### src/rtl/z80_io_responder.sv
// Z80 I/O responder: four registers at BASE_PORT..BASE_PORT+3, programmable wait states, edge interrupt.
// Optional macro Z80IO_IM2_VECTOR_EN adds the VEC register and IM2 vector on acknowledge.
module z80_io_responder #(
   parameter logic [7:0] BASE_PORT = 8'h40
) (
   input  logic       clk,
   input  logic       reset,
   input  logic [7:0] a,
   input  logic       m1_n,
   input  logic       iorq_n,
   input  logic       rd_n,
   input  logic       wr_n,
   input  logic [7:0] d_in,
   output logic [7:0] d_out,
   output logic       d_oe,
   output logic       wait_n,
   output logic       int_n,
   input  logic [7:0] gpio_in,
   output logic [7:0] gpio_out,
   input  logic       irq_in,
   output logic [1:0] o_dbg_state
);

   typedef enum logic [1:0] {S_IDLE, S_WAIT, S_ACCESS, S_HOLD} state_t;

   state_t     r_state;
   state_t     w_state_nxt;
   logic [2:0] r_cnt;
   logic [2:0] w_cnt_nxt;
   logic [1:0] r_sel;
   logic       r_is_rd;
   logic [7:0] r_rdata;
   logic [7:0] r_data;
   logic [6:0] r_ctrl;
   logic       r_pend;
   logic       r_irq_q;
   logic       r_ack;
   logic       r_blocked;

   logic       w_hit;
   logic       w_ack;
   logic       w_wr_en;
   logic       w_edge;
   logic       w_pend_clr;
   logic [7:0] w_rd_val;
   logic [7:0] w_vec_rd;
   logic [7:0] w_vec_ack;

   // r_blocked keeps a cycle cut short by reset from being re-decoded after release.
   assign w_hit = !r_blocked && !iorq_n && m1_n && (a[7:2] == BASE_PORT[7:2]) && (!rd_n || !wr_n);
   assign w_ack = (r_state == S_IDLE) && !m1_n && !iorq_n && r_pend && r_ctrl[0];
   assign w_wr_en = (r_state == S_ACCESS) && !r_is_rd && !wr_n;
   assign w_edge = irq_in && !r_irq_q;
   assign w_pend_clr = (r_ack && iorq_n) || (w_wr_en && (r_sel == 2'd2) && d_in[7]);

   assign wait_n = (r_state != S_WAIT);
   assign int_n = !(r_pend && r_ctrl[0]);
   assign gpio_out = r_data;
   assign o_dbg_state = r_state;

`ifdef Z80IO_IM2_VECTOR_EN
   logic [7:0] r_vec;

   always_ff @(posedge clk or posedge reset) begin
      if (reset) begin
         r_vec <= 8'hFF;
      end else if (w_wr_en && (r_sel == 2'd3)) begin
         r_vec <= d_in;
      end
   end

   assign w_vec_rd = r_vec;
   assign w_vec_ack = {r_vec[7:1], 1'b0};
`else
   assign w_vec_rd = 8'hFF;
   assign w_vec_ack = 8'hFF;
`endif

   always_comb begin
      w_rd_val = 8'hFF;
      case (r_sel)
         2'd0: w_rd_val = r_data;
         2'd1: w_rd_val = gpio_in;
         2'd2: w_rd_val = {r_pend, r_ctrl};
         2'd3: w_rd_val = w_vec_rd;
         default: w_rd_val = 8'hFF;
      endcase
   end

   always_comb begin
      w_state_nxt = r_state;
      w_cnt_nxt = r_cnt;
      case (r_state)
         S_IDLE: begin
            if (w_hit) begin
               if (r_ctrl[3:1] != 3'd0) begin
                  w_state_nxt = S_WAIT;
                  w_cnt_nxt = r_ctrl[3:1];
               end else begin
                  w_state_nxt = S_ACCESS;
               end
            end
         end
         S_WAIT: begin
            w_cnt_nxt = r_cnt - 3'd1;
            if (r_cnt == 3'd1) w_state_nxt = S_ACCESS;
         end
         S_ACCESS: w_state_nxt = S_HOLD;
         S_HOLD: begin
            if (iorq_n) w_state_nxt = S_IDLE;
         end
         default: w_state_nxt = S_IDLE;
      endcase
   end

   always_comb begin
      d_oe = 1'b0;
      d_out = 8'hFF;
      if (w_ack) begin
         d_oe = 1'b1;
         d_out = w_vec_ack;
      end else if ((r_state == S_ACCESS) && r_is_rd) begin
         d_oe = 1'b1;
         d_out = w_rd_val;
      end else if ((r_state == S_HOLD) && r_is_rd && !iorq_n && !rd_n) begin
         d_oe = 1'b1;
         d_out = r_rdata;
      end
   end

   always_ff @(posedge clk or posedge reset) begin
      if (reset) begin
         r_state <= S_IDLE;
         r_cnt <= 3'd0;
         r_sel <= 2'd0;
         r_is_rd <= 1'b0;
         r_rdata <= 8'hFF;
         r_data <= 8'h00;
         r_ctrl <= 7'h00;
         r_pend <= 1'b0;
         r_irq_q <= 1'b0;
         r_ack <= 1'b0;
         r_blocked <= 1'b1;
      end else begin
         r_state <= w_state_nxt;
         r_cnt <= w_cnt_nxt;
         if ((r_state == S_IDLE) && w_hit) begin
            r_sel <= a[1:0];
            r_is_rd <= !rd_n;
         end
         if (r_state == S_ACCESS) r_rdata <= w_rd_val;
         if (w_wr_en && (r_sel == 2'd0)) r_data <= d_in;
         if (w_wr_en && (r_sel == 2'd2)) r_ctrl <= d_in[6:0];
         // A new edge outranks any clear landing in the same cycle.
         if (w_edge) r_pend <= 1'b1;
         else if (w_pend_clr) r_pend <= 1'b0;
         r_irq_q <= irq_in;
         if (w_ack) r_ack <= 1'b1;
         else if (iorq_n) r_ack <= 1'b0;
         if (iorq_n) r_blocked <= 1'b0;
      end
   end

endmodule

### config.mk
export PLATFORM = sky130hd
export DESIGN_NAME = z80_io_responder
export DESIGN_NICKNAME = d
export VERILOG_FILES = /design/src/rtl/z80_io_responder.sv
export SDC_FILE = /design/constraint.sdc
export NUM_CORES = 1
export LEC_CHECK = 0
export CAP_MARGIN = 20
export CORE_MARGIN = 10
export CORE_UTILIZATION = 40
export CTS_CLUSTER_DIAMETER = 50
export DETAILED_ROUTE_END_ITERATION = 10
export GPL_TIMING_DRIVEN = 0
export PLACE_DENSITY_LB_ADDON = 0.15
export SYNTH_ARGS = -nofsm -noshare
export SYNTH_HDL_FRONTEND = slang
export SYNTH_SLANG_ARGS = --single-unit
### constraint.sdc
create_clock -name clk -period 1.7 [get_ports clk]
set_input_delay 0.17 -clock clk [delete_from_list [all_inputs] [get_ports clk]]
set_output_delay 0.17 -clock clk [all_outputs]
set_load 0.02 [all_outputs]
Word-level counts from Yosys, hierarchy flattened
Index checks and enable logic that the tools add are counted.
{ "word_totals": {"register_bits": 35, "input_bits": 31, "elab_cells": 83} }
{ "op_classes": {"addsub": 1, "eq_ne": 13, "muxes": 19, "reduce_logical": 39} }
{ "op_table": {"columns": ["cell", "n"], "rows": [
  ["8-bit one-hot mux with 4 select lines", 1],
  ["8-bit 2-to-1 mux", 3],
  ["1-bit logical AND", 21],
  ["2-bit == test (second input constant)", 4],
  ["1-bit zero test", 8],
  ["2-bit 2-to-1 mux", 4],
  ["2-bit one-hot mux with 4 select lines", 1],
  ["1-bit 2-to-1 mux", 7],
  ["6-bit by 5-bit == test with 1-bit output (second input constant)", 1],
  ["3-bit 2-to-1 mux", 2],
  ["2-bit inequality test (second input constant)", 3],
  ["3-bit one-hot mux with 2 select lines", 1],
  ["3-bit AND reduction", 2],
  ["2-bit nonzero test", 3],
  ["2-bit by 1-bit == test with 1-bit output (second input constant)", 2],
  ["2-bit zero test", 2],
  ["2-bit by 1-bit inequality test with 1-bit output (second input constant)", 2],
  ["3-bit by 1-bit == test with 1-bit output (second input constant)", 1],
  ["3-bit nonzero test", 1],
  ["3-bit by 1-bit subtractor with 3-bit output (second input constant)", 1],
  ["1-bit logical OR", 2]
]} }

Depth between registers and ports, before layout
{ "logic_depth": {"ltp_word": 8, "mapped_depth": 7, "ltp_nobuf": 7} }

Worst setup path after synthesis
No wires, ideal clock.
{ "synth_timing": {"kind": "register -> output", "from": "register r_state[0], in the netlist o_dbg_state[0]", "to": "output port d_out[0]", "arrival_ps": 1809, "path_slack_ps": -279, "stages_incl_launch_ff": 7, "path_buffers": 2, "path_cell_list": "dfrtp_1 inv_1 ha_1 buf_2 nand2_1 clkbuf_1 o211ai_1"} }
{ "synth_between": {"elab_chain_cells": 7} }
{ "synth_lines": {"columns": ["element", "line", "rtl"], "rows": [
  ["start: declaration", "26", "state_t r_state;"],
  ["start signal: assignment", "145", "r_state <= w_state_nxt;"],
  ["2-bit == test", "125", "end else if ((r_state == S_HOLD) && r_is_rd && !iorq_n && !rd_n) begin"],
  ["1-bit logical AND (3 in series)", "125", null],
  ["8-bit 2-to-1 mux", "125", null],
  ["8-bit 2-to-1 mux", "122", "end else if ((r_state == S_ACCESS) && r_is_rd) begin"],
  ["8-bit 2-to-1 mux *", "119", "if (w_ack) begin"],
  ["end: declaration", "14", "output logic [7:0] d_out,"]
]} }
Every way passes the cells marked *; elsewhere a longest branch is shown, timed or not.

Final worst setup path
{ "layout_timing": {"from": "register r_state[1], in the netlist o_dbg_state[1]", "to": "output port d_out[7]"} }
The elaborated chain is that of the path after synthesis.

==> flow_summary.json <==
{
  "outcome": "finished, violations left",
  "violations": "negative setup slack",
  "cp_slowest_cell": "dfrtp_2",
  "crit_path_end_kind": "primary output",
  "clk-insertion-delay-late_ns": 0.30,
  "drv_cap": 0,
  "ioPinCount": 52,
  "dieArea_mm2": 0.00808,
  "grt.overflow.total": 0,
  "antenna_found_initial": 0,
  "track_usage_pct": 12.5,
  "max_stage_delay_ns": 0.45,
  "ctsHoldBuffers": 0,
  "start_kind": "register",
  "antenna_cells": 0,
  "worstRegToRegCells": 6,
  "path_class": "reg -> out",
  "grt_max_degree": 20,
  "required_ns": 1.53,
  "final_common_cell": "clkdlybuf4s50_1",
  "htreeDepth": 2,
  "cts_buffers": 5,
  "vdd_drop_max_mv": 0.625,
  "gp_routability_congestion": 0.746,
  "crit_buf_inv": 2,
  "ys_ff_latch": 35,
  "rr_startpoint": "o_dbg_state[0]",
  "syn_avg_cell_area_um2": 11.2,
  "timing.rr.end": "gpio_out[7]",
  "portBuffers": 51,
  "p_leak_nw": 1.28,
  "hold_class": "in -> async",
  "hold_ws_ns": 0.340,
  "first_pass_iters": 4,
  "root_buffer": "clkbuf_8",
  "syn_to_final_growth_pct": 45.8,
  "num_vias": 1545,
  "syn_nets": 213,
  "core-area_mm2": 0.00472,
  "chipWidth_um": 89.9,
  "fmax_mhz": 492,
  "startpoint": "o_dbg_state[1]",
  "worstMarginPinSlew_ns": 0.850,
  "yosysWarnings": 0,
  "synthArstFlopShare_pct": 100,
  "clock_sinks": 35,
  "ant_nets": 0,
  "fin_skew_ns": 0.0100,
  "grt_pass1_vias": 1636,
  "via_per_inst": 4.94,
  "cts_tree": "built",
  "fin_nets": 283,
  "rsz0062_at_grt": "true",
  "fin_crit_ns": 2.03,
  "maxSlewHeadroom_pct": 43.3,
  "clockBufferDepth": 2,
  "drv_slew": 0,
  "drt_iter0_markers": 31,
  "hpwl_um": 3730,
  "wire_per_inst_um": 16.1,
  "synth_area_mm2": 0.00195,
  "drive_gt1_share_pct": 39.4,
  "setup_viol_count_final": 17,
  "synthCells": 175,
  "cp_data_arrival_time_ns": 1.86,
  "reg2reg_slack_ns": -0.10,
  "layout_common_cells": "40 x clkdlybuf4s50_1, 25 x mux2_2, 24 x dfrtp_1",
  "synth_ff_type": "dfrtp_1",
  "clk_pin_slew_worst_paths_ns": 0.08,
  "drc": 0,
  "die_h_um": 89.9,
  "hold_viol": 0,
  "ys_seq_area_share_pct": 45.4,
  "critPathTopFamily": "simple AND/OR/NAND/NOR gates",
  "grt_first_pass_wirelength_um": 8250,
  "cp_cell_sequence": "inv_4 -> ha_4 -> nand2b_4 -> or3_4 -> nor2b_4 -> o211ai_1 -> buf_4",
  "num_rows": 25,
  "start_util_pct": 41.4,
  "synth_edf_count": 0,
  "worstPathMaxFanout": 8,
  "netlist-cell-type-count": 31,
  "finalPower_mw": 3.86,
  "layout_setup_ws_ns": -0.333,
  "cellPowerDensity_mw_per_mm2": 1350,
  "wl_um": 5030,
  "period_share_pct": 120
}
[worst max path at each step]
stage | end | slack [ns] | depth (start not counted)
global route | d_out[6] | -0.42 | 7
global placement | d_out[6] | -0.82 | 7
CTS | d_out[6] | -0.37 | 7
finish | d_out[7] | -0.33 | 7
floorplan | d_out[0] | -0.11 | 7
detailed placement | d_out[6] | -0.82 | 7
[timing repair]
action	4_1_cts	5_1_grt
pin swaps	10	7
setup buffers	7	6
gates resized for setup	65	12
endpoints found under the setup margin	26	26
endpoints found under the hold margin	0	0
[report_power, final]
| part | total (mW) | internal [mW] | switching (mW) |
|---|---|---|---|
| registers | 1.15 | 1.03 | 0.123 |
| clock network | 0.633 | 0.293 | 0.341 |
| logic | 2.07 | 1.02 | 1.05 |
| total | 3.86 | 2.35 | 1.51 |
[per-stage QoR]
stage | TNS [ns] | setup slack, ns | cells | utilization (%) | instance area [µm²]
2_1_floorplan | -1.38 | -0.110 | 175 | - | 1980
3_3_place_gp | -12.31 | -0.816 | 293 | 54.4 | 2570
3_5_place_dp | -9.90 | -0.824 | 294 | 55.0 | 2600
4_1_cts | -4.22 | -0.368 | 307 | 58.7 | 2770
5_1_grt | -4.88 | -0.415 | 313 | 60.3 | 2850
6_report | -3.49 | -0.333 | 313 | 60.3 | 2850
[cell type report]
cell class | instances | area, µm²
plain buffers | 5 | 38.8
clock buffers | 5 | 68.8
clock inverters | 3 | 23.8
fillers | 392 | 1870
inverters | 18 | 72.6
multi-input cells | 115 | 1060
flip-flops and latches | 35 | 890
well taps | 67 | 83.8
repair buffers | 65 | 617
[cells in the mapped netlist, types with 2 or more instances]
master	number	area share, %
o21ai_1	2	0.51
o211ai_1	8	3.1
buf_2	3	0.77
nand2b_1	3	0.96
or3_1	3	0.96
dfrtp_1	26	33
ha_1	7	4.5
nand2_1	17	3.3
nor2b_1	3	0.96
inv_1	18	3.5
nor2_1	4	0.77
dfstp_2	9	12
mux2i_1	13	6.7
o21ai_0	4	1.0
nand3_1	4	1.0
nor4b_4	2	2.4
mux2_2	25	14
clkbuf_1	4	0.77
o22ai_1	8	2.6
[logic make-up after synthesis]
| logic type | count (synthesis) | synth area share [%] |
|---|---|---|
| buffers and inverters | 25 | 4.99 |
| DFF | 35 | 45.4 |
| AOI/OAI and AO/OA | 28 | 10.1 |
| adders and majority gates | 7 | 4.48 |
| muxes | 38 | 21.1 |
| and+or+nand+nor | 42 | 14.0 |
[worst reg2reg max path: cells and delay by family, from the launching register on]
family	cells	cell delay, ns
and+or+nand+nor	2	0.41
muxes	1	0.34
DFF	1	0.45
adders and majority gates	1	0.22
buffers and inverters	2	0.27
[routing by layer]
metal  GRT usage, %  vias to the layer above  wire length, µm
met1           15.8                      746             2450
met2           19.5                       32             2340
met3           3.66                        7              172
met5              0                        -                0
li1               -                      760                -
met4           4.77                        0               72
[flip-flops by register name, indices dropped and copies added, names as in the netlist]
register,cells
r_cnt,3
r_is_rd,1
gpio_out,8
r_blocked,1
r_ack,1
r_pend,1
r_sel,2
r_irq_q,1
r_ctrl,7
r_rdata,8
o_dbg_state,2
Power figures use the tool's default switching activity.
